## src/rtl/hdb3_pkg.sv

```systemverilog
// Shared HDB3 symbol codes and run-length constants, common to the
// violation/balancing insertion stage and the downstream polarity stage.
package hdb3_pkg;

   localparam logic [1:0] CODE_ZERO = 2'b00;
   localparam logic [1:0] CODE_ONE  = 2'b01;
   localparam logic [1:0] CODE_V    = 2'b10;
   localparam logic [1:0] CODE_B    = 2'b11;

   // Length of the zero run that gets substituted (000V / B00V).
   localparam int ZERO_RUN = 4;

   // Zero count at which the next zero completes a run.
   localparam logic [1:0] ZCNT_LAST = 2'(ZERO_RUN - 1);
   // Delay line is primed once ZERO_RUN symbols have been shifted in.
   localparam logic [2:0] FILL_FULL = 3'(ZERO_RUN);

endpackage

```

## src/rtl/hdb3_vb_insert.sv

```systemverilog
// HDB3 violation/balancing insertion. Delays the NRZ stream through a
// four-deep symbol line so a run of four zeros can be rewritten as 000V
// or B00V once the fourth zero arrives, choosing B when the pulse count
// since the last V is even. Codes feed the polarity stage's datain_b.
module hdb3_vb_insert
   import hdb3_pkg::*;
(
   input  logic       clk,
   input  logic       reset_n,
   input  logic       in_valid,
   input  logic       data_in,
   output logic       out_valid,
   output logic [1:0] code_out
);

   logic [1:0] r_s0, r_s1, r_s2, r_s3;
   logic [1:0] r_zcnt;
   logic       r_par;
   logic [2:0] r_fill;
   logic       r_out_valid;

   logic       w_run_end;
   logic [2:0] w_fill_nxt;

   // Fourth consecutive zero: this beat closes a substitution run.
   assign w_run_end  = ~data_in && (r_zcnt == ZCNT_LAST);
   assign w_fill_nxt = (r_fill == FILL_FULL) ? FILL_FULL : r_fill + 3'd1;

   // Symbol delay line with B/V rewrite applied as the run's first zero reaches s3.
   always_ff @(posedge clk or negedge reset_n) begin
      if (!reset_n) begin
         r_s0 <= CODE_ZERO;
         r_s1 <= CODE_ZERO;
         r_s2 <= CODE_ZERO;
         r_s3 <= CODE_ZERO;
      end else if (in_valid) begin
         r_s1 <= r_s0;
         r_s2 <= r_s1;
         if (w_run_end) begin
            r_s0 <= CODE_V;
            r_s3 <= r_par ? r_s2 : CODE_B;
         end else begin
            r_s0 <= data_in ? CODE_ONE : CODE_ZERO;
            r_s3 <= r_s2;
         end
      end
   end

   // Zero-run length and pulse parity since the last V.
   always_ff @(posedge clk or negedge reset_n) begin
      if (!reset_n) begin
         r_zcnt <= 2'd0;
         r_par  <= 1'b0;
      end else if (in_valid) begin
         if (data_in) begin
            r_zcnt <= 2'd0;
            r_par  <= ~r_par;
         end else if (w_run_end) begin
            r_zcnt <= 2'd0;
            r_par  <= 1'b0;
         end else begin
            r_zcnt <= r_zcnt + 2'd1;
         end
      end
   end

   // Prime counter and one-cycle output strobe once the line holds real symbols.
   always_ff @(posedge clk or negedge reset_n) begin
      if (!reset_n) begin
         r_fill      <= 3'd0;
         r_out_valid <= 1'b0;
      end else begin
         r_out_valid <= in_valid && (w_fill_nxt == FILL_FULL);
         if (in_valid) r_fill <= w_fill_nxt;
      end
   end

   assign code_out  = r_s3;
   assign out_valid = r_out_valid;

endmodule

```

## config.mk

```make
export PLATFORM = sky130hd
export DESIGN_NAME = hdb3_vb_insert
export DESIGN_NICKNAME = d
export VERILOG_FILES = /design/src/rtl/hdb3_pkg.sv /design/src/rtl/hdb3_vb_insert.sv
export SDC_FILE = /design/constraint.sdc
export NUM_CORES = 1
export LEC_CHECK = 0
export CORE_MARGIN = 2
export CORE_UTILIZATION = 35
export DETAILED_ROUTE_END_ITERATION = 16
export REMOVE_ABC_BUFFERS = 1
export SETUP_SLACK_MARGIN = 0.2
export SYNTH_ARGS = -nofsm -noshare
export SYNTH_HDL_FRONTEND = slang
export SYNTH_SLANG_ARGS = --single-unit
export TNS_END_PERCENT = 50
```

## constraint.sdc

```tcl
create_clock -name clk -period 1.3 [get_ports clk]
set_input_delay 0.195 -clock clk [delete_from_list [all_inputs] [get_ports clk]]
set_output_delay 0.195 -clock clk [all_outputs]
set_load 0.02 [all_outputs]
```

==> results of run 1 <==
-- worst register-to-register path, cell delays in order, from the launching register on --
cell and delay (ns):
dfrtp_1 0.42, buf_4 0.15, buf_6 0.11, nor4bb_1 0.13
o31a_1 0.28
-- per-stage QoR --
stage                     setup WS [ns]  power [uW]
after floorplan                  0.0970         889
final                             0.107        1400
after detailed placement        0.00706        1070
after global placement           0.0427        1050
after global routing             0.0533        1530
after CTS                         0.110        1410
-- per-layer routing --
| layer | vias to the layer above | track usage (%) | wire length [um] |
|---|---|---|---|
| li1 | 242 | - | - |
| met1 | 222 | 16.7 | 588 |
| met2 | 9 | 22.1 | 588 |
| met3 | 2 | 6.79 | 60 |
| met4 | 0 | 4.86 | 10 |
| met5 | - | 0 | 0 |
-- power groups by stage --
stage               Clock, uW  Sequential (uW)  Combinational (uW)
finish                    263              632                 506
global route              302              646                 586
CTS                       279              633                 497
detailed placement          0              639                 428
global placement            0              630                 420
floorplan                   0              656                 233
-- cell type report --
type	instances	area (um2)	area share, %
clock buffers	4	26.3	3.03
inverters	7	26.3	3.03
multi-input cells	36	273	31.4
flip-flops and latches	15	375	43.2
well taps	25	31.3	3.60
repair buffers	17	136	15.7
-- sequential cells by signal, summed over array words and instances (netlist names) --
| register | cells |
|---|---|
| out_valid | 1 |
| r_zcnt | 2 |
| code_out | 2 |
| r_s2 | 2 |
| r_fill | 3 |
| r_s0 | 2 |
| r_par | 1 |
| r_s1 | 2 |
-- logic make-up after synthesis --
group                    Yosys count
AND/OR/NAND/NOR                   16
flip-flops                        15
AO/OA/AOI/OAI                     13
buffers and inverters             10
multiplexers                       4
adder cells (fa/ha/maj)            3
-- repair_timing --
action                     in CTS  in global routing
pin swaps                       4                  3
gates resized for setup        15                  2
hold buffers                    0                  0
setup endpoints to repair       8                  6
gates cloned                    0                  0
buffers inserted                2                  1
-- Yosys cell counts (2+ instances only) --
| master | n | area share (%) |
|---|---|---|
| mux2_2 | 3 | 5.0 |
| ha_1 | 3 | 5.6 |
| nor4bb_1 | 2 | 3.0 |
| nand2b_1 | 2 | 1.9 |
| a31oi_1 | 3 | 2.8 |
| nor2_1 | 3 | 1.7 |
| dfrtp_1 | 15 | 56 |
| o21ai_0 | 5 | 3.7 |
| inv_1 | 7 | 3.9 |
| nand2_1 | 5 | 2.8 |
| buf_4 | 2 | 2.2 |
-- worst paths after layout --
path	start	end	slack, ns	depth (start not counted)
hold reg to reg	r_par	r_par	0.49	1
setup / recovery	r_fill[0]	out_valid	0.11	4
setup reg to reg	r_fill[0]	out_valid	0.11	4
min in group clk	r_par	r_par	0.49	1
hold / removal	reset_n	r_fill[1]	0.23	2
max in group asynchronous	reset_n	code_out[1]	0.90	2
==> impl_metrics.yaml, run 1 <==
timing:
  final-hold-violation-count: 0
  finalClockSkew_ns: 0.00126
  worst_pin_slew_ns: 0.234
  finalSetupTns_ns: 0
  rsz0062_at_grt: "true"
  max_freq_mhz: 838
  relSlewSlack_pct: 84.2
  setup_viol: 0
  finalMaxSlewViolations: 0
  timing.final.crit_share_pct: 91.7
  whs_ns: 0.226
  finalCriticalPeriod_ns: 1.19
synthesis:
  postSynthCellCount: 61
  async_flop_share_pct: 100
  yosys_warnings: 0
  synth_area_per_cell_um2: 11.1
  synth.distinct_cells: 22
  synth_xor_area_share_pct: 0
  synth-adder-area-share_pct: 5.57
  ys.flop_type: "dfrtp_1"
  synth_edf_count: 0
  muxShareOfSynthArea_pct: 6.49
  synth-compound-area-share_pct: 11.9
  synth_top_family_by_area: "simple AND/OR/NAND/NOR gates"
  yosys.area_share.simple_pct: 13.5
  ys_seq_area_share_pct: 55.7
  ys_seq_elements: 15
  netlist_area_um2: 674
setup_path:
  required_ns: 1.47
  max_stage_delay_ns: 0.42
  cp_max_fo: 4
  path_delay_family: "flip-flops"
  cp.arrival_ns: 1.37
  crit_buf_inv: 2
  path_cells: "buf_4, buf_6, nor4bb_1, o31a_1"
  critPathLaunchType: "flip-flop"
  crit_type: "reg2reg"
  crit_slowest_cell: "dfrtp_1"
  cp-end-kind: "flip-flop"
power:
  switching_power_uw: 440
  ir_drop_uv: 710
  power.density_nw_per_um2: 1610
  p_int_uw: 961
  combPwrFrac_pct: 36.1
  p_clk_share_pct: 18.8
  pwr-share-seq_pct: 45.1
  p_sw_share_pct: 31.4
  leakage_uw: 0.000397
floorplan:
  core_area_um2: 1760
  die_h_um: 47.9
  die-area_um2: 2290
  dieWidth_um: 47.9
  start_util_pct: 38.2
  io_pins: 7
  placementRows: 15
flow_run:
  max-cap-violations: 0
clocking:
  cts_made_buffers: 3
  clk_latency_ns: 0.28
  clkSinkCount: 15
  cts_tree: "built"
  cts_buffer_depth: 2
  cts_root_buffer: "clkbuf_4"
  cts.htree.levels: 1
  clk_pin_slew_ns: 0.08
place:
  place_inst: 97
  place.gp.congestion: 0.737
  dp_hpwl_um: 868
  dpl-instance-area_um2: 806
  port_buffers: 6
routing:
  ant_nets: 0
  viasPerCell: 4.57
  first_pass_iters: 3
  wl_per_cell_um: 12.0
  routed_wirelength_um: 1250
  drc_errors: 0
  drt_iter0_markers: 5
  vias: 475
global_routing:
  grt_pass1_wl_um: 2130
  grt_pass1_vias: 485
  gr-usage-all-layers_pct: 14.0
  grt-ovfl-total: 0
  antenna_found_initial: 0
  grt_max_degree: 16
finish:
  diodes: 0
  area_growth_pct: 28.8
  layout_commonest_cell: "dfrtp_1"
  instances_no_fill: 104
  most-common-layout-cells: "dfrtp_1 (15), buf_4 (10), inv_1 (5), nand2_1 (5), o21ai_0 (5)"
  fin_nets: 87
  final_util_pct: 49.2
  layout-drive-gt1-share_pct: 31.6
  fin_area_um2: 868
  fillers: 186
min_path:
  holdCritPathClass: "in2async"
status:
  status: "finished clean"
(Power assumes the default switching activity.)
==> run 2: changes to the inputs <==
--- a/config.mk
+++ b/config.mk
@@ -5,9 +5,13 @@
 export SDC_FILE = /design/constraint.sdc
 export NUM_CORES = 1
 export LEC_CHECK = 0
+export CELL_PAD_IN_SITES_DETAIL_PLACEMENT = 0
+export CELL_PAD_IN_SITES_GLOBAL_PLACEMENT = 1
 export CORE_MARGIN = 2
 export CORE_UTILIZATION = 35
 export DETAILED_ROUTE_END_ITERATION = 16
+export HOLD_SLACK_MARGIN = 0.12
+export PLACE_DENSITY_LB_ADDON = 0.1
 export REMOVE_ABC_BUFFERS = 1
 export SETUP_SLACK_MARGIN = 0.2
 export SYNTH_ARGS = -nofsm -noshare
==> run 2 against run 1 <==
Net effect:
- wire length shrank 6.6%
- setup slack improved by 0.013 ns
- cell count is 2.9% lower
- non-clock buffer count is 3 lower
- power is essentially flat
- highest routed layer unchanged
==> impl_metrics.yaml, run 2 (synthesis results as in run 1) <==
timing:
  finalClockSkew_ns: 0.000733
  finalCriticalPeriod_ns: 1.18
  finalMaxSlewViolations: 0
  relSlewSlack_pct: 84.2
  max_freq_mhz: 848
  setup_viol: 0
  final-hold-violation-count: 0
  worst_pin_slew_ns: 0.234
  timing.final.crit_share_pct: 90.8
  finalSetupTns_ns: 0
  setup_ws_ns: 0.120
  rsz0062_at_grt: "true"
place:
  dp_hpwl_um: 840
  port_buffers: 6
  place_inst: 96
  place.gp.congestion: 0.745
  pre_cts_ws_ns: 0.00594
  dpl-instance-area_um2: 798
clocking:
  clk_latency_ns: 0.27
  cts_tree: "built"
  clk_pin_slew_ns: 0.08
  cts_hold_buf: 0
  clkSinkCount: 15
  cts_buffer_depth: 2
  cts_root_buffer: "clkbuf_4"
  cts_made_buffers: 3
  cts.htree.levels: 1
floorplan:
  placementRows: 15
  start_util_pct: 38.2
  core_area_um2: 1760
  io_pins: 7
  die_h_um: 47.9
  die-area_um2: 2290
  dieWidth_um: 47.9
setup_path:
  critPathLaunchType: "flip-flop"
  crit_type: "reg2reg"
  cp_max_fo: 3
  cp-end-kind: "flip-flop"
  startpoint: "r_fill[1]"
  r2r_start: "r_fill[1]"
  required_ns: 1.52
  cp.arrival_ns: 1.40
finish:
  diodes: 0
  regMostFlops: "r_fill"
  fin_area_um2: 848
  fin_nets: 84
  largest_reg_flops: 3
  multi_input_area_um2: 279
  most-common-layout-cells: "dfrtp_1 (15), buf_4 (8), inv_1 (5), nand2_1 (5), o21ai_0 (5)"
  instances_no_fill: 101
  regArea_um2: 375
  area_growth_pct: 25.8
  fillers: 194
  layout_commonest_cell: "dfrtp_1"
  final_util_pct: 48.1
  layout-drive-gt1-share_pct: 30.3
routing:
  ant_nets: 0
  drc_errors: 0
  first_pass_iters: 2
  drt_iter0_markers: 2
  vias: 464
  wl_per_cell_um: 11.5
  viasPerCell: 4.59
  routed_wirelength_um: 1170
power:
  ir_drop_uv: 819
  power.density_nw_per_um2: 1650
  leakage_uw: 0.000381
global_routing:
  grt_pass1_wl_um: 2190
  grt-ovfl-total: 0
  gr-usage-all-layers_pct: 14.2
  antenna_found_initial: 0
  grt_max_degree: 16
  grt_pass1_vias: 512
min_path:
  holdCritPathClass: "in2async"
flow_run:
  max-cap-violations: 0
status:
  status: "finished clean"
-- run 2: changes by cell type in the layout (fill, tap and decap cells not counted), sizes merged --
cell  previous run  this run
buf             13        10
-- run 2: path summary, 6_finish.rpt --
| path | endpoint | slack (ns) | depth (start not counted) |
|---|---|---|---|
| setup / recovery | out_valid | 0.12 | 4 |
| hold / removal | out_valid | 0.23 | 2 |
| setup reg to reg | out_valid | 0.12 | 4 |
| hold reg to reg | r_par | 0.47 | 1 |
| max in group asynchronous | r_fill[1] | 0.90 | 2 |
| min in group clk | r_par | 0.47 | 1 |
-- run 2: area by class of cell --
cell class / instances / share of cell area [%]
clock buffers: 4 / 3.10
inverters: 7 / 3.10
multi-input cells: 36 / 32.9
flip-flops and latches: 15 / 44.2
well taps: 25 / 3.69
repair buffers: 14 / 13.0
-- run 2: power breakdown --
part	switching, uW	internal (uW)	total (uW)
combinational	233	281	514
sequential	68.3	565	633
clock	134	119	253
total	435	965	1400
-- run 2: timing repair --
action,CTS,global route
buffers inserted,1,0
resized for setup,14,3
endpoints found under the setup margin,8,6
pin swaps,4,3
hold endpoints to repair,0,0
gates cloned,0,0
-- run 2: metrics by stage --
stage,hold slack (ns),total power (uW)
5_1_grt,0.251,1520
4_1_cts,0.222,1370
6_report,0.227,1400
3_3_place_gp,0.468,1050
2_1_floorplan,-0.101,889
3_5_place_dp,0.468,1060
-- run 2: critical path: stages (launching register included) --
cell	delay [ns]
dfrtp_1	0.40
inv_2	0.09
ha_4	0.21
nor4bb_2	0.26
o31a_1	0.16
-- run 2: metal layers --
metal	part of all wire, %	GRT usage [%]	up-vias
met5	0	0	-
met1	51	18.8	213
met3	6.0	5.66	2
met4	1.0	4.86	0
li1	-	-	240
met2	42	21.1	9
==> run 3: changes to the inputs <==
==> constraint.sdc (replaced) <==
create_clock -name clk -period 1.2 [get_ports clk]
set_input_delay 0.18 -clock clk [delete_from_list [all_inputs] [get_ports clk]]
set_output_delay 0.18 -clock clk [all_outputs]
set_load 0.02 [all_outputs]
==> run 3 against run 2 <==
Net effect:
- fmax up 1.2%
- combinational power is 15% higher
- clock skew grew 0.0016 ns
- power up 12%
- wire length decreased by 3.1%
- largest cell class unchanged
- largest power group unchanged
==> impl_metrics.yaml, run 3 (synthesis results as in run 1) <==
power:
  p_int_uw: 1080
  p_clk_share_pct: 18.3
  pwr-share-seq_pct: 44.1
  p_sw_share_pct: 31.2
  ir_drop_uv: 1090
  fin_total_pwr_uw: 1570
  switching_power_uw: 490
  leakage_uw: 0.000410
  combPwrFrac_pct: 37.6
  power.density_nw_per_um2: 1730
routing:
  drc_errors: 0
  route.met2.wl_um: 505
  drt_iter0_markers: 5
  viasPerCell: 4.63
  wl_per_cell_um: 11.0
  highest_layer: "met4"
  ant_nets: 0
  wl_met1_um: 556
  first_pass_iters: 3
  met3_length_um: 45
  routed_wirelength_um: 1130
  vias: 477
setup_path:
  crit_slowest_cell: "dfrtp_1"
  worst-r2r-setup-slack_ns: 0.03
  path_cells: "inv_2, ha_4, nor4bb_1, o31a_1"
  critPathLaunchType: "flip-flop"
  cp.arrival_ns: 1.39
  crit_type: "reg2reg"
  required_ns: 1.42
  cp_max_fo: 3
  max_stage_delay_ns: 0.40
  cp-end-kind: "flip-flop"
flow_run:
  max-cap-violations: 0
finish:
  diodes: 0
  layout_commonest_cell: "dfrtp_1"
  most-common-layout-cells: "dfrtp_1 (15), buf_4 (8), inv_1 (5), nand2_1 (5)"
  area_growth_pct: 34.7
  layout-drive-gt1-share_pct: 34.6
  largest_reg_flops: 3
  regMostFlops: "r_fill"
  fin_nets: 86
timing:
  timing.final.crit_share_pct: 97.2
  rsz0062_at_grt: "true"
  worst_pin_slew_ns: 0.230
  whs_ns: 0.207
  finalCriticalPeriod_ns: 1.17
  relSlewSlack_pct: 84.5
  final-hold-violation-count: 0
  max_freq_mhz: 858
  finalMaxSlewViolations: 0
  finalClockSkew_ns: 0.00230
  setup_viol: 0
floorplan:
  die_h_um: 47.9
  io_pins: 7
  dieWidth_um: 47.9
  placementRows: 15
  start_util_pct: 38.2
  core_area_um2: 1760
  die-area_um2: 2290
global_routing:
  grt_max_degree: 16
  gr-usage-all-layers_pct: 12.3
  grt-ovfl-total: 0
  grt_pass1_vias: 428
  antenna_found_initial: 0
  grt_pass1_wl_um: 1830
clocking:
  cts_root_buffer: "clkbuf_4"
  cts.htree.levels: 1
  cts_tree: "built"
  cts_made_buffers: 3
  clkSinkCount: 15
  cts_buffer_depth: 2
  clk_pin_slew_ns: 0.09
  clk_latency_ns: 0.28
min_path:
  holdCritPathClass: "in2async"
place:
  port_buffers: 6
  dp_hpwl_um: 763
  place.gp.congestion: 0.776
status:
  status: "finished clean"
==> run 3: final timing paths <==
check	endpoint	from	depth (start not counted)
max	out_valid	r_fill[1]	4
min	code_out[1]	reset_n	2
max reg2reg	out_valid	r_fill[1]	4
min reg2reg	r_par	r_par	1
max in group asynchronous	r_s0[1]	reset_n	2
min in group clk	r_par	r_par	1
==> run 3: layout make-up <==
cell class              instances  area (um2)
clock buffers                   4        26.3
fillers                       182         856
inverters                       7        26.3
multi-input cells              36         294
flip-flops and latches         15         375
well taps                      25        31.3
repair buffers                 16         155
==> run 3: power by group through the flow <==
stage	clock network, uW	logic (uW)	registers (uW)
after floorplan	0	253	711
after global placement	0	478	683
after detailed placement	0	482	685
after CTS	299	543	681
after global routing	329	665	705
final	287	589	692
==> run 3: routing by layer <==
layer / GRT usage (%) / vias up
met5: 0 / -
li1: - / 241
met1: 16.5 / 223
met2: 16.3 / 9
met3: 3.40 / 4
met4: 9.73 / 0
==> run 3: metrics by stage <==
stage          instances  cell area [um2]  setup WS [ns]  utilization [%]  setup TNS, ns
2_1_floorplan         58              654       -0.00300                -       -0.00300
3_3_place_gp          98              826        -0.0737             46.8         -0.513
3_5_place_dp          98              826        -0.0948             46.8         -0.604
4_1_cts              103              875         0.0210             49.6              0
5_1_grt              103              908        -0.0247             51.5        -0.0247
6_report             103              908         0.0341             51.5              0
==> run 3: what timing repair did <==
| action | CTS | global route |
|---|---|---|
| pin swaps | 6 | 2 |
| setup buffers | 1 | 0 |
| gates resized for setup | 17 | 12 |
| hold buffers | 0 | 0 |
| setup endpoints to repair | 12 | 12 |
==> run 3: critical path, delay by kind of cell (launching register included) <==
family / cells / cell delay (ns)
simple gates: 1 / 0.25
flops: 1 / 0.40
compound gates: 1 / 0.17
fa+ha+maj: 1 / 0.20
buf+inv: 1 / 0.08
